### config.mk
export PLATFORM = sky130hd
export DESIGN_NAME = bram_vec_loader_flat
export DESIGN_NICKNAME = d
export VERILOG_FILES = /design/src/rtl/bram_vec_loader_pkg.sv /design/src/rtl/bram_vec_loader_if.sv /design/src/rtl/bram_vec_loader_bank.sv /design/src/rtl/bram_vec_loader.sv /design/src/flat_wrapper.sv
export SDC_FILE = /design/constraint.sdc
export NUM_CORES = 1
export LEC_CHECK = 0
export BUFFER_PORTS_ARGS = -buffer_cell sky130_fd_sc_hd__buf_2
export CORE_UTILIZATION = 45
export CTS_BUF_LIST = sky130_fd_sc_hd__clkbuf_16
export DETAILED_ROUTE_END_ITERATION = 12
export GPL_TIMING_DRIVEN = 0
export MAX_ROUTING_LAYER = met4
export PLACE_DENSITY = 0.72
export SYNTH_ARGS = -nofsm -noshare
export SYNTH_HDL_FRONTEND = slang
export SYNTH_HIERARCHICAL = 1
export SYNTH_SLANG_ARGS = --single-unit
### constraint.sdc
create_clock -name clk -period 8.75 [get_ports clk]
set_input_delay 0.875 -clock clk [delete_from_list [all_inputs] [get_ports clk]]
set_output_delay 0.875 -clock clk [all_outputs]
set_load 0.005 [all_outputs]
### src/rtl/bram_vec_loader_pkg.sv
// Shared definitions for the ping-pong vector loader: default geometry,
// FSM encoding and a small index-width helper.
package bram_vec_loader_pkg;

   localparam int WIDTH_DEF    = 8;
   localparam int LENGTH_DEF   = 32;
   localparam int CHANNELS_DEF = 4;

   typedef enum logic [1:0] {
      ST_IDLE  = 2'd0,
      ST_FILL  = 2'd1,
      ST_DRAIN = 2'd2
   } state_t;

   // Index width that stays at least one bit for degenerate sizes.
   function automatic int idx_bits(input int n);
      return (n > 1) ? $clog2(n) : 1;
   endfunction

endpackage

### src/rtl/bram_vec_loader_if.sv
// Control, input-stream and output-vector signals of the loader, bundled.
// The loader sits on the slave side; the run controller/producer/consumer on the master side.
interface bram_vec_loader_if
   import bram_vec_loader_pkg::*;
#(
   parameter int WIDTH    = WIDTH_DEF,
   parameter int LENGTH   = LENGTH_DEF,
   parameter int CHANNELS = CHANNELS_DEF
);
   localparam int CW = $clog2(CHANNELS + 1);

   logic                      start;
   logic [CW-1:0]             ch_count;
   logic                      abort;
   logic                      in_valid;
   logic [WIDTH-1:0]          in_data;
   logic                      in_ready;
   logic                      out_valid;
   logic                      out_ready;
   logic [WIDTH*LENGTH-1:0]   out_data;
   logic [CW-1:0]             out_ch;
   logic                      out_last;
   logic                      busy;
   logic                      done;

   modport master (
      output start, ch_count, abort, in_valid, in_data, out_ready,
      input  in_ready, out_valid, out_data, out_ch, out_last, busy, done
   );

   modport slave (
      input  start, ch_count, abort, in_valid, in_data, out_ready,
      output in_ready, out_valid, out_data, out_ch, out_last, busy, done
   );

endinterface

### src/rtl/bram_vec_loader_bank.sv
// One ping-pong bank: LENGTH element registers plus full flag, channel tag
// and last-of-run marker captured when the final element lands.
module bram_vec_loader_bank
   import bram_vec_loader_pkg::*;
#(
   parameter int WIDTH  = WIDTH_DEF,
   parameter int LENGTH = LENGTH_DEF,
   parameter int CW     = 3,
   localparam int IW    = idx_bits(LENGTH)
) (
   input  logic                    clk,
   input  logic                    rst,
   input  logic                    wr_en,
   input  logic [IW-1:0]           wr_idx,
   input  logic [WIDTH-1:0]        wr_data,
   input  logic                    set_full,
   input  logic [CW-1:0]           tag_in,
   input  logic                    last_in,
   input  logic                    clr,
   input  logic                    flush,
   output logic [WIDTH*LENGTH-1:0] data,
   output logic                    full,
   output logic [CW-1:0]           tag,
   output logic                    last
);

   logic [WIDTH-1:0] mem [LENGTH];

   always_ff @(posedge clk or posedge rst) begin
      if (rst) begin
         for (int k = 0; k < LENGTH; k++) mem[k] <= '0;
         full <= 1'b0;
         tag  <= '0;
         last <= 1'b0;
      end else begin
         if (wr_en) mem[wr_idx] <= wr_data;
         if (flush) begin
            full <= 1'b0;
            tag  <= '0;
            last <= 1'b0;
         end else if (set_full) begin
            full <= 1'b1;
            tag  <= tag_in;
            last <= last_in;
         end else if (clr) begin
            full <= 1'b0;
         end
      end
   end

   always_comb begin
      data = '0;
      for (int k = 0; k < LENGTH; k++) data[k*WIDTH +: WIDTH] = mem[k];
   end

endmodule

### src/rtl/bram_vec_loader.sv
// Packs a WIDTH-bit element stream into LENGTH-element channel vectors through
// two ping-pong banks, presenting vectors oldest-first on a valid/ready port.
//
//   state | meaning
//   ------+-----------------------------------------------------------
//   IDLE  | no run; banks empty, waiting for start with ch_count != 0
//   FILL  | accepting elements until the last channel's last element
//   DRAIN | all data in; waiting for the last vector to be taken
module bram_vec_loader
   import bram_vec_loader_pkg::*;
#(
   parameter int WIDTH    = WIDTH_DEF,
   parameter int LENGTH   = LENGTH_DEF,
   parameter int CHANNELS = CHANNELS_DEF
) (
   input logic              clk,
   input logic              global_rst,
   bram_vec_loader_if.slave bus
);

   localparam int CW = $clog2(CHANNELS + 1);
   localparam int IW = idx_bits(LENGTH);
   localparam int VW = WIDTH * LENGTH;

   state_t        state_q, state_d;
   logic [IW-1:0] elem_q;
   logic [CW-1:0] ch_fill_q, ch_total_q, ch_eff;
   logic          wr_ptr_q, rd_ptr_q;
   logic          in_ready, accept, hs, elem_last, ch_last, run_done, start_ok;
   logic          busy, done;

   logic [VW-1:0] bank_data [2];
   logic          bank_full [2];
   logic [CW-1:0] bank_tag  [2];
   logic          bank_last [2];

   logic          sel_full, sel_last;
   logic [CW-1:0] sel_tag;
   logic [VW-1:0] sel_data;

   assign ch_eff   = (bus.ch_count > CW'(CHANNELS)) ? CW'(CHANNELS) : bus.ch_count;
   assign start_ok = bus.start && (ch_eff != '0);

   assign sel_full = bank_full[rd_ptr_q];
   assign sel_last = bank_last[rd_ptr_q];
   assign sel_tag  = bank_tag[rd_ptr_q];
   assign sel_data = bank_data[rd_ptr_q];

   // abort wins over any same-cycle write or handshake
   assign in_ready  = (state_q == ST_FILL) & ~bank_full[wr_ptr_q];
   assign accept    = bus.in_valid & in_ready & ~bus.abort;
   assign hs        = sel_full & bus.out_ready & ~bus.abort;
   assign elem_last = (elem_q == IW'(LENGTH - 1));
   assign ch_last   = (ch_fill_q == ch_total_q - CW'(1));
   assign run_done  = accept & elem_last & ch_last;

   always_ff @(posedge clk or posedge global_rst) begin
      if (global_rst) state_q <= ST_IDLE;
      else            state_q <= state_d;
   end

   always_comb begin
      state_d = state_q;
      done    = 1'b0;
      busy    = (state_q != ST_IDLE);
      case (state_q)
         ST_IDLE:  if (start_ok) state_d = ST_FILL;
         ST_FILL:  if (run_done) state_d = ST_DRAIN;
         ST_DRAIN: begin
            if (hs && sel_last) begin
               state_d = ST_IDLE;
               done    = 1'b1;
            end
         end
         default:  state_d = ST_IDLE;
      endcase
      if (bus.abort) state_d = ST_IDLE;
   end

   always_ff @(posedge clk or posedge global_rst) begin
      if (global_rst) begin
         elem_q     <= '0;
         ch_fill_q  <= '0;
         ch_total_q <= '0;
         wr_ptr_q   <= 1'b0;
         rd_ptr_q   <= 1'b0;
      end else if (bus.abort) begin
         elem_q     <= '0;
         ch_fill_q  <= '0;
         ch_total_q <= '0;
         wr_ptr_q   <= 1'b0;
         rd_ptr_q   <= 1'b0;
      end else begin
         if (state_q == ST_IDLE && start_ok) begin
            ch_total_q <= ch_eff;
            ch_fill_q  <= '0;
            elem_q     <= '0;
            wr_ptr_q   <= 1'b0;
            rd_ptr_q   <= 1'b0;
         end
         if (accept) begin
            if (elem_last) begin
               elem_q    <= '0;
               wr_ptr_q  <= ~wr_ptr_q;
               ch_fill_q <= ch_fill_q + CW'(1);
            end else begin
               elem_q <= elem_q + IW'(1);
            end
         end
         if (hs) rd_ptr_q <= ~rd_ptr_q;
      end
   end

   for (genvar b = 0; b < 2; b++) begin : g_bank
      logic bank_wr;
      assign bank_wr = accept & (wr_ptr_q == 1'(b));

      bram_vec_loader_bank #(
         .WIDTH  (WIDTH),
         .LENGTH (LENGTH),
         .CW     (CW)
      ) u_bank (
         .clk      (clk),
         .rst      (global_rst),
         .wr_en    (bank_wr),
         .wr_idx   (elem_q),
         .wr_data  (bus.in_data),
         .set_full (bank_wr & elem_last),
         .tag_in   (ch_fill_q),
         .last_in  (ch_last),
         .clr      (hs & (rd_ptr_q == 1'(b))),
         .flush    (bus.abort),
         .data     (bank_data[b]),
         .full     (bank_full[b]),
         .tag      (bank_tag[b]),
         .last     (bank_last[b])
      );
   end

   assign bus.in_ready  = in_ready;
   assign bus.out_valid = sel_full;
   assign bus.out_data  = sel_full ? sel_data : '0;
   assign bus.out_ch    = sel_full ? sel_tag : '0;
   assign bus.out_last  = sel_full & sel_last;
   assign bus.busy      = busy;
   assign bus.done      = done;

endmodule

### src/flat_wrapper.sv
// flat-port wrapper written by rule: the top's interface ports become plain ports
module bram_vec_loader_flat import bram_vec_loader_pkg::*;
#(
   parameter int WIDTH    = WIDTH_DEF,
   parameter int LENGTH   = LENGTH_DEF,
   parameter int CHANNELS = CHANNELS_DEF
)
  (clk, global_rst, bus_start, bus_ch_count, bus_abort, bus_in_valid, bus_in_data, bus_out_ready, bus_in_ready, bus_out_valid, bus_out_data, bus_out_ch, bus_out_last, bus_busy, bus_done);
  bram_vec_loader_if #(.WIDTH(WIDTH), .LENGTH(LENGTH), .CHANNELS(CHANNELS)) bus_i ();
  input logic clk;
  input logic global_rst;
  input wire logic [$bits(bus_i.start)-1:0] bus_start;
  input wire logic [$bits(bus_i.ch_count)-1:0] bus_ch_count;
  input wire logic [$bits(bus_i.abort)-1:0] bus_abort;
  input wire logic [$bits(bus_i.in_valid)-1:0] bus_in_valid;
  input wire logic [$bits(bus_i.in_data)-1:0] bus_in_data;
  input wire logic [$bits(bus_i.out_ready)-1:0] bus_out_ready;
  output wire logic [$bits(bus_i.in_ready)-1:0] bus_in_ready;
  output wire logic [$bits(bus_i.out_valid)-1:0] bus_out_valid;
  output wire logic [$bits(bus_i.out_data)-1:0] bus_out_data;
  output wire logic [$bits(bus_i.out_ch)-1:0] bus_out_ch;
  output wire logic [$bits(bus_i.out_last)-1:0] bus_out_last;
  output wire logic [$bits(bus_i.busy)-1:0] bus_busy;
  output wire logic [$bits(bus_i.done)-1:0] bus_done;
  assign bus_i.start = bus_start;
  assign bus_i.ch_count = bus_ch_count;
  assign bus_i.abort = bus_abort;
  assign bus_i.in_valid = bus_in_valid;
  assign bus_i.in_data = bus_in_data;
  assign bus_i.out_ready = bus_out_ready;
  assign bus_in_ready = bus_i.in_ready;
  assign bus_out_valid = bus_i.out_valid;
  assign bus_out_data = bus_i.out_data;
  assign bus_out_ch = bus_i.out_ch;
  assign bus_out_last = bus_i.out_last;
  assign bus_busy = bus_i.busy;
  assign bus_done = bus_i.done;
  bram_vec_loader #(.WIDTH(WIDTH), .LENGTH(LENGTH), .CHANNELS(CHANNELS)) u_core (.clk(clk), .global_rst(global_rst), .bus(bus_i));
endmodule
**Word level (Yosys, flattened, before mapping)**

Cells that the tools add are included.

- Register bits: 537
- Bits of input ports: 17
- Output and inout port bits: 264
- Word-level logic and storage cells: 187

- Add/subtract/negate cells: 3
- $lt $le $gt $ge: 5
- Eq/ne operators: 7
- Mux-type cells: 60
- Bitwise operators: 21
- Reductions and logical operators: 15

Operators with widths:

| kind | number |
|---|---|
| two-way mux 256 bit | 4 |
| bitwise mux 256 bit | 2 |
| two-way mux 3 bit | 15 |
| demux 8 bit (select 5 bit) | 1 |
| two-way mux 1 bit | 28 |
| two-way mux 5 bit | 4 |
| nonzero test 3 bit | 5 |
| AND 1 bit | 14 |
| inequality test 3 x 2 -> 1 bit (second input constant) | 3 |
| two-way mux 2 bit | 4 |
| two-way mux 8 bit | 1 |
| nonzero test 2 bit | 4 |
| greater-or-equal comparator 6 bit (second input constant) | 1 |
| < comparator 6 x 1 -> 1 bit (second input constant) | 1 |
| NOT 5 -> 6 bit | 1 |
| case mux 2 bit (3 select lines) | 1 |
| adder 5 x 1 -> 5 bit (second input constant) | 1 |
| equality test 5 bit (second input constant) | 1 |
| greater-or-equal comparator 2 bit (second input constant) | 2 |
| logical AND 1 bit | 4 |
| NOT 1 bit | 4 |
| NOT 1 -> 2 bit | 2 |
| adder 3 x 1 -> 3 bit (second input constant) | 1 |
| equality test 3 bit | 1 |
| other kinds (6) | 6 |

**Logic depth before layout (Yosys ltp)**

Gate-level depths: netlist (run 1).

- Depth in word-level cells: 13
- Gate-level depth with buffers: 9
- Gate-level depth less buffers: 8

**Modules after synthesis**

The synthesis (run 1) kept the hierarchy.

By module, submodules not included:

| module | instances | cells an instance | area an instance (um2) | sequential area each (um2) |
|---|---|---|---|---|
| bram_vec_loader_bank | 2 | 612 | 9924.5 | 6531.3 |
| bram_vec_loader | 1 | 681 | 4833.4 | 375.4 |

**Worst setup path before layout (run 1)**

No wires, ideal clock.

- Kind: input -> register
- Start point: in bus_in_valid
- End point: reg u_core.g_bank[1].u_bank.mem, in the netlist u_core/g_bank[1].u_bank/data[224]
- Setup time: 0.125 ns
- Arrival time: 2.770 ns
- Required time: 8.625 ns
- Setup slack: 5.856 ns
- Stages on the path: 6
- Path buffers: 0
- Cells stage by stage: and3b_1 nand2_1 nor3b_1 nand4_1 nor3_2 mux2_2

- Word-level cells in the longest chain between the ends: 3

Ends and longest elaborated chain:

| element | line | RTL |
|---|---|---|
| from (decl) | flat_wrapper.sv:15 | `input wire logic [$bits(bus_i.in_valid)-1:0] bus_in_valid;` |
| AND 1 bit (2 in series) | bram_vec_loader.sv:51 | `assign accept = bus.in_valid & in_ready & ~bus.abort;` |
| AND 1 bit | bram_vec_loader.sv:116 | `assign bank_wr = accept & (wr_ptr_q == 1'(b));` |
| via u_core.g_bank[1].bank_wr | bram_vec_loader.sv:115 | `logic bank_wr;` |
| to (signal, indexed assignment) | bram_vec_loader_bank.sv:36 | `if (wr_en) mem[wr_idx] <= wr_data;` |
| to (decl) | bram_vec_loader_bank.sv:27 | `logic [WIDTH-1:0] mem [LENGTH];` |

The timed path passes the listed nets, and every way through them passes these cells.
A chain may end at the register's enable or synchronous reset.

**Worst setup path in the final report (run 1)**

- Start point: reg u_core.wr_ptr_q
- End point: reg u_core.g_bank[1].u_bank.mem, in the netlist u_core/g_bank[1].u_bank/data[224]

- Word-level cells in the longest chain between the ends: 9

Ends and longest elaborated chain:

| element | line | RTL |
|---|---|---|
| from (decl) | bram_vec_loader.sv:28 | `logic wr_ptr_q, rd_ptr_q;` |
| from (signal assigned) | bram_vec_loader.sv:104 | `wr_ptr_q <= ~wr_ptr_q;` |
| NOT 1 -> 2 bit (implied by the code) | bram_vec_loader.sv:50 | `assign in_ready = (state_q == ST_FILL) & ~bank_full[wr_ptr_q];` |
| two-way mux 1 bit (implied by the code) (3 in series) | bram_vec_loader.sv:50 |  |
| NOT 1 bit | bram_vec_loader.sv:50 |  |
| AND 1 bit | bram_vec_loader.sv:50 |  |
| AND 1 bit (2 in series) | bram_vec_loader.sv:51 |  |
| AND 1 bit (*) | bram_vec_loader.sv:116 |  |
| via u_core.g_bank[1].bank_wr | bram_vec_loader.sv:115 |  |

The timed path passes the listed nets; every way through them passes the cells marked *. The select of a mux whose other input is x is not followed.

==> results.txt, run 1 <==
----------------------------------------------------
[Setup path]
  Timing startpoint of the critical path ... u_core/wr_ptr_q$_DFF_PP0_
  Cell family with the largest share of critical-path delay ... simple AND/OR/NAND/NOR gates
  Worst Reg2Reg Path Length in Cells ... 7
  Longest individual stage delay on the worst path ... 940 ps
  FF-to-FF setup slack ... 4860 ps
  Critical path depth ... 7
  Arrival time worst endpoint ... 4380 ps
  Cell-by-cell trace of the critical path ... buf_6, mux2i_1, nand2_1, nor3b_1, nand4_1, nor3_2, mux2_2
  Crit Reg-Reg Startpoint ... u_core/wr_ptr_q$_DFF_PP0_
  Worst EP required ... 9240 ps
  Kind of launch point of the worst setup path ... flop
  Count of buffer and inverter cells on the critical path ... 1
  Crit path max-delay cell type ... sky130_fd_sc_hd__nor3b_1
  Critical Setup Path Class ... reg -> reg
  Sort of element at the end of the critical path ... flop
  Worst Setup EP ... u_core/g_bank[1].u_bank/data[224]$_DFFE_PP0P_
  R2R Path End ... u_core/g_bank[1].u_bank/data[224]$_DFFE_PP0P_
  Largest fanout on the critical path ... 8

[Routing]
  Violation count after the first detailed-route iteration ... 1209
  Total wirelength of the detailed-routed design ... 73.2 mm
  Drt pass-1 iters ... 5
  Wire length per cell ... 24.5 µm
  Remaining design rule violation count ... 0
  Vias ... 16800
  Final antenna-violating net count ... 0
  Drt via density ... 5.64

[Global routing]
  Global-route wire length before repair ... 109 mm
  Vias in the first global route ... 17400
  Pin count of the biggest net entering global routing ... 117
  Global-route usage over all layers ... 26.9%
  Leftover overflow at the end of global routing ... 0
  Initial antenna violation count ... 1

[Power and ir drop]
  Total chip power ... 4.98 mW
  IR drop worst, VDD ... 156 µV
  Power density over the cells ... 173 nW/µm²
  Static power due to leakage ... 13.8 nW

[Synth]
  Count of flip-flops with a built-in enable after synthesis ... 0
  Register bit total from synthesis ... 537
  Cell count after synthesis ... 1905
  Warnings from Yosys ... 6
  Area of the mapped netlist ... 24700 µm²
  Synth Area per Inst ... 13.0 µm²
  Asr flop ratio synth ... 100%
  Post-Syn Nets ... 1926
  Sequential element share of the synthesized area ... 54.4%
  Number of unique standard cell types used by synthesis ... 49
  Commonest register cell after synthesis ... sky130_fd_sc_hd__dfrtp_1

[Cells and area]
  Fraction of final layout cells sized beyond drive strength 1 ... 42.9%
  Layout fillers ... 4628
  Post-route cell area ... 28800 µm²
  Final net count ... 2268
  Area grow syn2layout ... 16.7%

[Floorplan]
  Standard cell core area ... 54000 µm²
  Die Footprint ... 55800 µm²
  DIE HEIGHT ... 236 µm
  Row Count ... 85
  Top-level port count ... 281
  Initial cell density of the core ... 45.7%
  Width of the die ... 236 µm

[Timing]
  Setup violation total in the final timing report ... 0
  Final Hold Slack ... 318 ps
  Final Max Tran Viols ... 0
  Endpoints failing hold ... 0
  Actual slew at the worst max-slew pin ... 1140 ps
  Portion of the clock cycle consumed by the worst path in the final layout ... 44.4%
  Skew final ... 13.3 ps
  Maximum clock frequency ... 0.257 GHz
  Unrepaired setup endpoints after global routing ... no
  Post-layout minimum cycle time ... 3890 ps
  Tightest slew margin relative to the limit ... 23.5%

[Clock network]
  # hold bufs at CTS ... 0
  TritonCTS clock tree ... yes
  Post-CTS Repair Setup Buffers ... 0
  H-tree depth ... 2
  Clk pin slew, worst setup/hold paths ... 60 ps
  Number of clock sinks ... 537
  Number of buffers created by CTS ... 56
  Cells resized by post-CTS repair ... 0
  Cell at the root of the clock tree ... sky130_fd_sc_hd__clkbuf_16
  Buffer levels on the longest clock path ... 3
  Clock latency on the worst-skew pair ... 610 ps

[Place]
  HPWL after detailed placement ... 49.4 mm
  Final weighted congestion of routability-driven global placement ... 0.861
  Count of buffers inserted at the top-level ports ... 280
  Total placed instance area ... 27100 µm²

[Flow run]
  Max-Cap Viols ... 0

[Run status]
  Result of the run ... complete, no violations

[Hold path]
  Path class of the lowest-slack min-delay path ... in -> async

----------------------------------------------------
==> layer usage <==
metal,GRT usage [%],part of all wire (%)
met3,4.90,6.3
met5,-,0
met4,9.45,3.1
met1,35.0,43
met2,42.1,48
==> stage by stage <==
stage / cells / setup TNS (ps) / setup slack (ps) / utilization [%]
5_1_grt: 2986 / 0 / 4840 / 53.3
3_5_place_dp: 2885 / 0 / 4670 / 50.1
3_3_place_gp: 2881 / -1731950 / -3350 / 49.9
4_1_cts: 2985 / 0 / 4980 / 53.3
2_1_floorplan: 1905 / 0 / 691 / -
6_report: 2986 / 0 / 4860 / 53.3
==> flip-flops by register name (all words and copies together), names as in the netlist <==
register and flops:
u_core/g_bank.u_bank/data 512, u_core/rd_ptr_q 1, u_core/ch_total_q 3, u_core/wr_ptr_q 1, u_core/state_q 2, u_core/g_bank.u_bank/full 2, u_core/ch_fill_q 3, u_core/elem_q 5
u_core/g_bank.u_bank/tag 6, u_core/g_bank.u_bank/last 2
==> power breakdown <==
group          leakage (nW)  total (mW)  switching [mW]  internal, mW
clock                 0.902        2.27           0.980          1.29
sequential             7.48        2.51          0.0105          2.50
combinational          5.46       0.194           0.154        0.0404
==> cells in the final DEF, fill, tap and decap left out, drive strengths merged, types with 2 or more instances in the layout <==
| cell | instances |
|---|---|
| clkinv | 25 |
| a21oi | 9 |
| dfrtp | 537 |
| and2 | 2 |
| inv | 23 |
| nor4b | 3 |
| a22oi | 2 |
| mux2 | 513 |
| o22ai | 2 |
| nor4bb | 4 |
| ha | 4 |
| nand3 | 11 |
| nand4b | 9 |
| xnor2 | 2 |
| a31oi | 2 |
| clkbuf | 126 |
| o21ai | 2 |
| nor2 | 305 |
| bufinv | 4 |
| or3 | 6 |
| nand2b | 7 |
| nor3 | 8 |
| nand4 | 2 |
| nor3b | 3 |
| nand2 | 37 |
| and4bb | 2 |
| mux2i | 271 |
| nor2b | 6 |
| buf | 350 |
==> synth_stat cells (6+ instances only) <==
master                     number  share of area (%)
sky130_fd_sc_hd__buf_2         64                1.3
sky130_fd_sc_hd__nand2_1       36               0.55
sky130_fd_sc_hd__nor2_1       281                4.3
sky130_fd_sc_hd__mux2i_1      270                 11
sky130_fd_sc_hd__inv_1          9               0.14
sky130_fd_sc_hd__nor3_1         6               0.12
sky130_fd_sc_hd__nor2b_1        6               0.15
sky130_fd_sc_hd__nand4b_1       9               0.32
sky130_fd_sc_hd__dfrtp_1      537                 54
sky130_fd_sc_hd__nor2_2        24               0.61
sky130_fd_sc_hd__a21oi_1        9               0.18
sky130_fd_sc_hd__or3_1          6               0.15
sky130_fd_sc_hd__mux2_2       512                 23
sky130_fd_sc_hd__nand2b_1       7               0.18
sky130_fd_sc_hd__clkbuf_1      69                1.0
sky130_fd_sc_hd__nand3_1        7               0.14
==> kinds of logic after synthesis <==
group	synth area share, %
adder cells (fa/ha/maj)	0.203
AO/OA/AOI/OAI	0.507
multiplexers	34.5
flip-flops	54.4
XOR/XNOR	0.203
buffers and inverters	2.56
AND/OR/NAND/NOR	7.62
==> worst min path at each step <==
stage / to / slack [ps] / depth (start not counted)
after detailed placement: u_core/g_bank[0].u_bank/data[37]$_DFFE_PP0P_ / 490 / 1
after global routing: u_core/g_bank[1].u_bank/data[63]$_DFFE_PP0P_ / 340 / 2
after floorplan: u_core/g_bank[0].u_bank/data[100]$_DFFE_PP0P_ / 480 / 1
after global placement: u_core/g_bank[0].u_bank/data[160]$_DFFE_PP0P_ / 490 / 1
after CTS: u_core/g_bank[1].u_bank/data[63]$_DFFE_PP0P_ / 330 / 2
final: u_core/g_bank[1].u_bank/data[63]$_DFFE_PP0P_ / 320 / 2
==> area by class of cell <==
type,instances,area (µm²),area share [%]
well taps,696,871,3.02
plain buffers,135,594,2.06
diodes,1,2.50,0.00869
flip-flops and latches,537,13400,46.6
clock buffers,57,1430,4.95
clock inverters,43,302,1.05
repair buffers,284,1510,5.25
multi-input cells,1223,10600,36.8
inverters,10,52.6,0.182
Power figures use the tool's default switching activity.
==> run 2: changes to the inputs <==
--- a/config.mk
+++ b/config.mk
@@ -5,6 +5,7 @@
 export SDC_FILE = /design/constraint.sdc
 export NUM_CORES = 1
 export LEC_CHECK = 0
+export ABC_AREA = 1
 export BUFFER_PORTS_ARGS = -buffer_cell sky130_fd_sc_hd__buf_2
 export CORE_UTILIZATION = 45
 export CTS_BUF_LIST = sky130_fd_sc_hd__clkbuf_16
==> constraint.sdc (replaced) <==
create_clock -name clk -period 4.04 [get_ports clk]
set_input_delay 0.404 -clock clk [delete_from_list [all_inputs] [get_ports clk]]
set_output_delay 0.404 -clock clk [all_outputs]
set_load 0.005 [all_outputs]
==> run 2 against run 1 <==
The flow now finishes with violations (max-capacitance violations, max-slew violations). Largest cell class unchanged. Core utilization is 0.25 points higher. Register-to-register slack worse by 4500 ps. Wire length is 30% higher. Critical path type unchanged. Critical endpoint is now u_core/g_bank[1].u_bank/data[201]$_DFFE_PP0P_. Highest routed layer unchanged. Sequential cell count stayed put. Cell area is 8.1% higher. Final cell count is 69% higher. Clock power is 130% higher. Sequential share of layout area is 3.5 points lower. Count of clock-buffer cells in the layout is 1 lower. Worst setup slack worse by 4500 ps.
==> results.txt, run 2 <==
----------------------------------------------------
[Timing]
  Portion of the clock cycle consumed by the worst path in the final layout ... 90.0%
  Post-layout minimum cycle time ... 3640 ps
  Actual slew at the worst max-slew pin ... 1550 ps
  Maximum clock frequency ... 0.275 GHz
  Final Max Tran Viols ... 18
  Final worst-path setup slack ... 403 ps
  TNS Setup ... 0 ps
  Tightest slew margin relative to the limit ... -3.82%
  Setup violation total in the final timing report ... 0
  Endpoints failing hold ... 0
  Skew final ... 18.8 ps
  Unrepaired setup endpoints after global routing ... no

[Floorplan]
  Standard cell core area ... 58100 µm²
  Die Footprint ... 60200 µm²
  Initial cell density of the core ... 45.9%
  DIE HEIGHT ... 245 µm
  Top-level port count ... 281
  Row Count ... 88
  Width of the die ... 245 µm

[Clock network]
  H-tree depth ... 2
  Clock latency on the worst-skew pair ... 620 ps
  Clk pin slew, worst setup/hold paths ... 60 ps
  Cell at the root of the clock tree ... sky130_fd_sc_hd__clkbuf_16
  Number of buffers created by CTS ... 55
  Buffer levels on the longest clock path ... 3
  Number of clock sinks ... 537
  TritonCTS clock tree ... yes
  Post-CTS Repair Setup Buffers ... 0

[Routing]
  Drt pass-1 iters ... 6
  Vias ... 26200
  Final antenna-violating net count ... 0
  Violation count after the first detailed-route iteration ... 2843
  Total wirelength of the detailed-routed design ... 95.1 mm
  Remaining design rule violation count ... 0
  Drt via density ... 5.18
  Wire length per cell ... 18.8 µm

[Cells and area]
  Sequential cell area ... 13400 µm²
  Commonest cells after routing, fill and taps aside ... sky130_fd_sc_hd__nand2_1 (2501), sky130_fd_sc_hd__dfrtp_1 (537), sky130_fd_sc_hd__buf_2 (357)
  Final net count ... 4254
  Commonest non-fill, non-tap cell in the layout ... sky130_fd_sc_hd__nand2_1
  Layout fillers ... 5765
  Total area of multi-input combinational cells ... 11200 µm²
  Area grow syn2layout ... 16.8%
  Fraction of final layout cells sized beyond drive strength 1 ... 11.9%
  Number of flip-flops under the largest register name ... 512

[Power and ir drop]
  Net Sw Frac ... 24.0%
  Combinational power share ... 4.5%
  Proportion of power drawn by flip-flops and latches ... 49.3%
  Share of power burned in the clock network ... 46.3%
  Total chip power ... 11.1 mW
  Net Switching ... 2.65 mW
  Power density over the cells ... 355 nW/µm²
  IR drop worst, VDD ... 392 µV
  Internal ... 8.41 mW
  Static power due to leakage ... 20.2 nW

[Hold path]
  Worst hold path stage count ... 3
  Path class of the lowest-slack min-delay path ... in -> reg

[Synth]
  Sequential element share of the synthesized area ... 50.4%
  Count of flip-flops with a built-in enable after synthesis ... 0
  Asr flop ratio synth ... 100%
  Combinational family with the most area after synthesis ... simple AND/OR/NAND/NOR gates
  Register bit total from synthesis ... 537
  Warnings from Yosys ... 6
  Simple-gate share of the synthesized area ... 41.1%
  Area share of the largest cell type after synthesis ... 50.4%
  Cell types occupying the most area after synthesis ... sky130_fd_sc_hd__dfrtp_1 (50%), sky130_fd_sc_hd__nand2_1 (35%), sky130_fd_sc_hd__nand3_1 (4.3%)
  Synthesized-area fraction occupied by ao, oa, aoi and oai cells ... 0.465%
  Post-Syn Nets ... 3901
  Multiplexer share of the synthesized area ... 0%
  Number of unique standard cell types used by synthesis ... 29
  Most frequent cell after synthesis ... sky130_fd_sc_hd__nand2_1
  Top post-synthesis cells by count ... sky130_fd_sc_hd__nand2_1 (2501), sky130_fd_sc_hd__dfrtp_1 (537), sky130_fd_sc_hd__inv_1 (295), sky130_fd_sc_hd__nand3_1 (227), sky130_fd_sc_hd__clkbuf_1 (78)
  Synth Area per Inst ... 6.87 µm²
  Post-synthesis xor/xnor area fraction ... 0.131%
  Adder-cell share of the synthesized area ... 0.188%
  Cell count after synthesis ... 3880
  Area of the mapped netlist ... 26700 µm²
  Commonest register cell after synthesis ... sky130_fd_sc_hd__dfrtp_1
  Dominant cell type by area after synthesis ... sky130_fd_sc_hd__dfrtp_1

[Setup path]
  Cell-by-cell trace of the critical path ... inv_2, nand2_1, nand3_2, nor2_4, nand2_2, nor2_1, nand2_1, nor2_1, nand2_1, nand2_1, nand2_1
  Crit path max-delay cell type ... sky130_fd_sc_hd__nor2_1
  Library cell appearing most often on the critical path ... sky130_fd_sc_hd__nand2_1
  Sort of element at the end of the critical path ... flop
  Arrival time worst endpoint ... 4150 ps
  Largest fanout on the critical path ... 8
  Worst EP required ... 4550 ps
  Critical Setup Path Class ... reg -> reg
  Worst Reg2Reg Path Length in Cells ... 11
  Longest individual stage delay on the worst path ... 1160 ps
  Kind of launch point of the worst setup path ... flop

[Global routing]
  Vias in the first global route ... 24100
  Leftover overflow at the end of global routing ... 0
  Initial antenna violation count ... 7
  Pin count of the biggest net entering global routing ... 41
  Global-route wire length before repair ... 144 mm
  Global-route usage over all layers ... 32.6%

[Place]
  Count of buffers inserted at the top-level ports ... 280
  HPWL after detailed placement ... 65.6 mm
  Post-Place Setup Slack ... 649 ps
  Final weighted congestion of routability-driven global placement ... 0.946

[Run status]
  Failing checks ... max-capacitance violations, max-slew violations
  Result of the run ... finished with violations

[Flow run]
  Max-Cap Viols ... 2

----------------------------------------------------
-- run 2: cell count changes in the layout (fill, tap and decap cells not counted), sizes merged, moves of 49 or more --
| cell | change |
|---|---|
| nand2 | +2467 |
| mux2 | -513 |
| mux2i | -271 |
| nor2 | -222 |
| inv | +292 |
| buf | +49 |
| nand3 | +217 |
-- run 2: cell families after synthesis --
| group | count (synthesis) |
|---|---|
| AND/OR/NAND/NOR | 2825 |
| flip-flops | 537 |
| buffers and inverters | 491 |
| AO/OA/AOI/OAI | 19 |
| XOR/XNOR | 4 |
| adder cells (fa/ha/maj) | 4 |
-- run 2: through the flow --
stage | instance area [µm²] | utilization, % | hold slack [ps] | cells
2_1_floorplan | 26700 | - | 305 | 3880
3_3_place_gp | 29000 | 49.9 | 453 | 4925
3_5_place_dp | 29300 | 50.5 | 458 | 4940
4_1_cts | 31100 | 53.5 | 55.1 | 5042
5_1_grt | 31100 | 53.6 | 85.1 | 5048
6_report | 31100 | 53.6 | 66.6 | 5049
-- run 2: power by group through the flow --
stage / registers [mW] / clock network [mW] / logic, mW
2_1_floorplan: 5.55 / 0 / 0.238
3_3_place_gp: 5.55 / 0 / 0.439
6_report: 5.45 / 5.12 / 0.493
5_1_grt: 5.45 / 5.39 / 0.521
3_5_place_dp: 5.55 / 0 / 0.479
4_1_cts: 5.45 / 5.16 / 0.483
-- run 2: final timing paths --
check	from	to	slack, ps
setup / recovery	u_core/wr_ptr_q$_DFF_PP0_	u_core/g_bank[1].u_bank/data[201]$_DFFE_PP0P_	400
hold / removal	bus_ch_count[1]	u_core/ch_total_q[1]$_DFFE_PP0P_	70
setup reg to reg	u_core/wr_ptr_q$_DFF_PP0_	u_core/g_bank[1].u_bank/data[201]$_DFFE_PP0P_	400
hold reg to reg	u_core/g_bank[1].u_bank/data[222]$_DFFE_PP0P_	u_core/g_bank[1].u_bank/data[222]$_DFFE_PP0P_	470
max in group asynchronous	global_rst	u_core/g_bank[1].u_bank/data[101]$_DFFE_PP0P_	2340
min in group asynchronous	global_rst	u_core/g_bank[0].u_bank/data[17]$_DFFE_PP0P_	410
-- run 2: layer usage --
| layer | part of all wire [%] | global-route usage, % |
|---|---|---|
| met1 | 40 | 43.0 |
| met2 | 44 | 48.6 |
| met3 | 11 | 7.04 |
| met4 | 4.8 | 13.5 |
| met5 | 0 | - |
-- run 2: worst max-delay path: cells and delay by family, from the launching register on --
| kind | cells | cell delay [ps] |
|---|---|---|
| and+or+nand+nor | 10 | 2990 |
| DFF | 1 | 440 |
| buffers and inverters | 1 | 80 |
-- run 2: what timing repair did --
item                      4_1_cts  5_1_grt
resized for setup               0        0
hold endpoints to repair       55        0
hold buffers                    1        0
-- run 2: area by class of cell --
type,count,area share (%)
Antenna cell,7,0.0562
Tap cell,765,3.07
Multi-Input combinational cell,2852,35.9
Inverter,309,3.76
Sequential cell,537,43.1
Buffer,182,2.84
Clock inverter,45,1.22
Clock buffer,56,4.50
Timing Repair Buffer,296,5.52
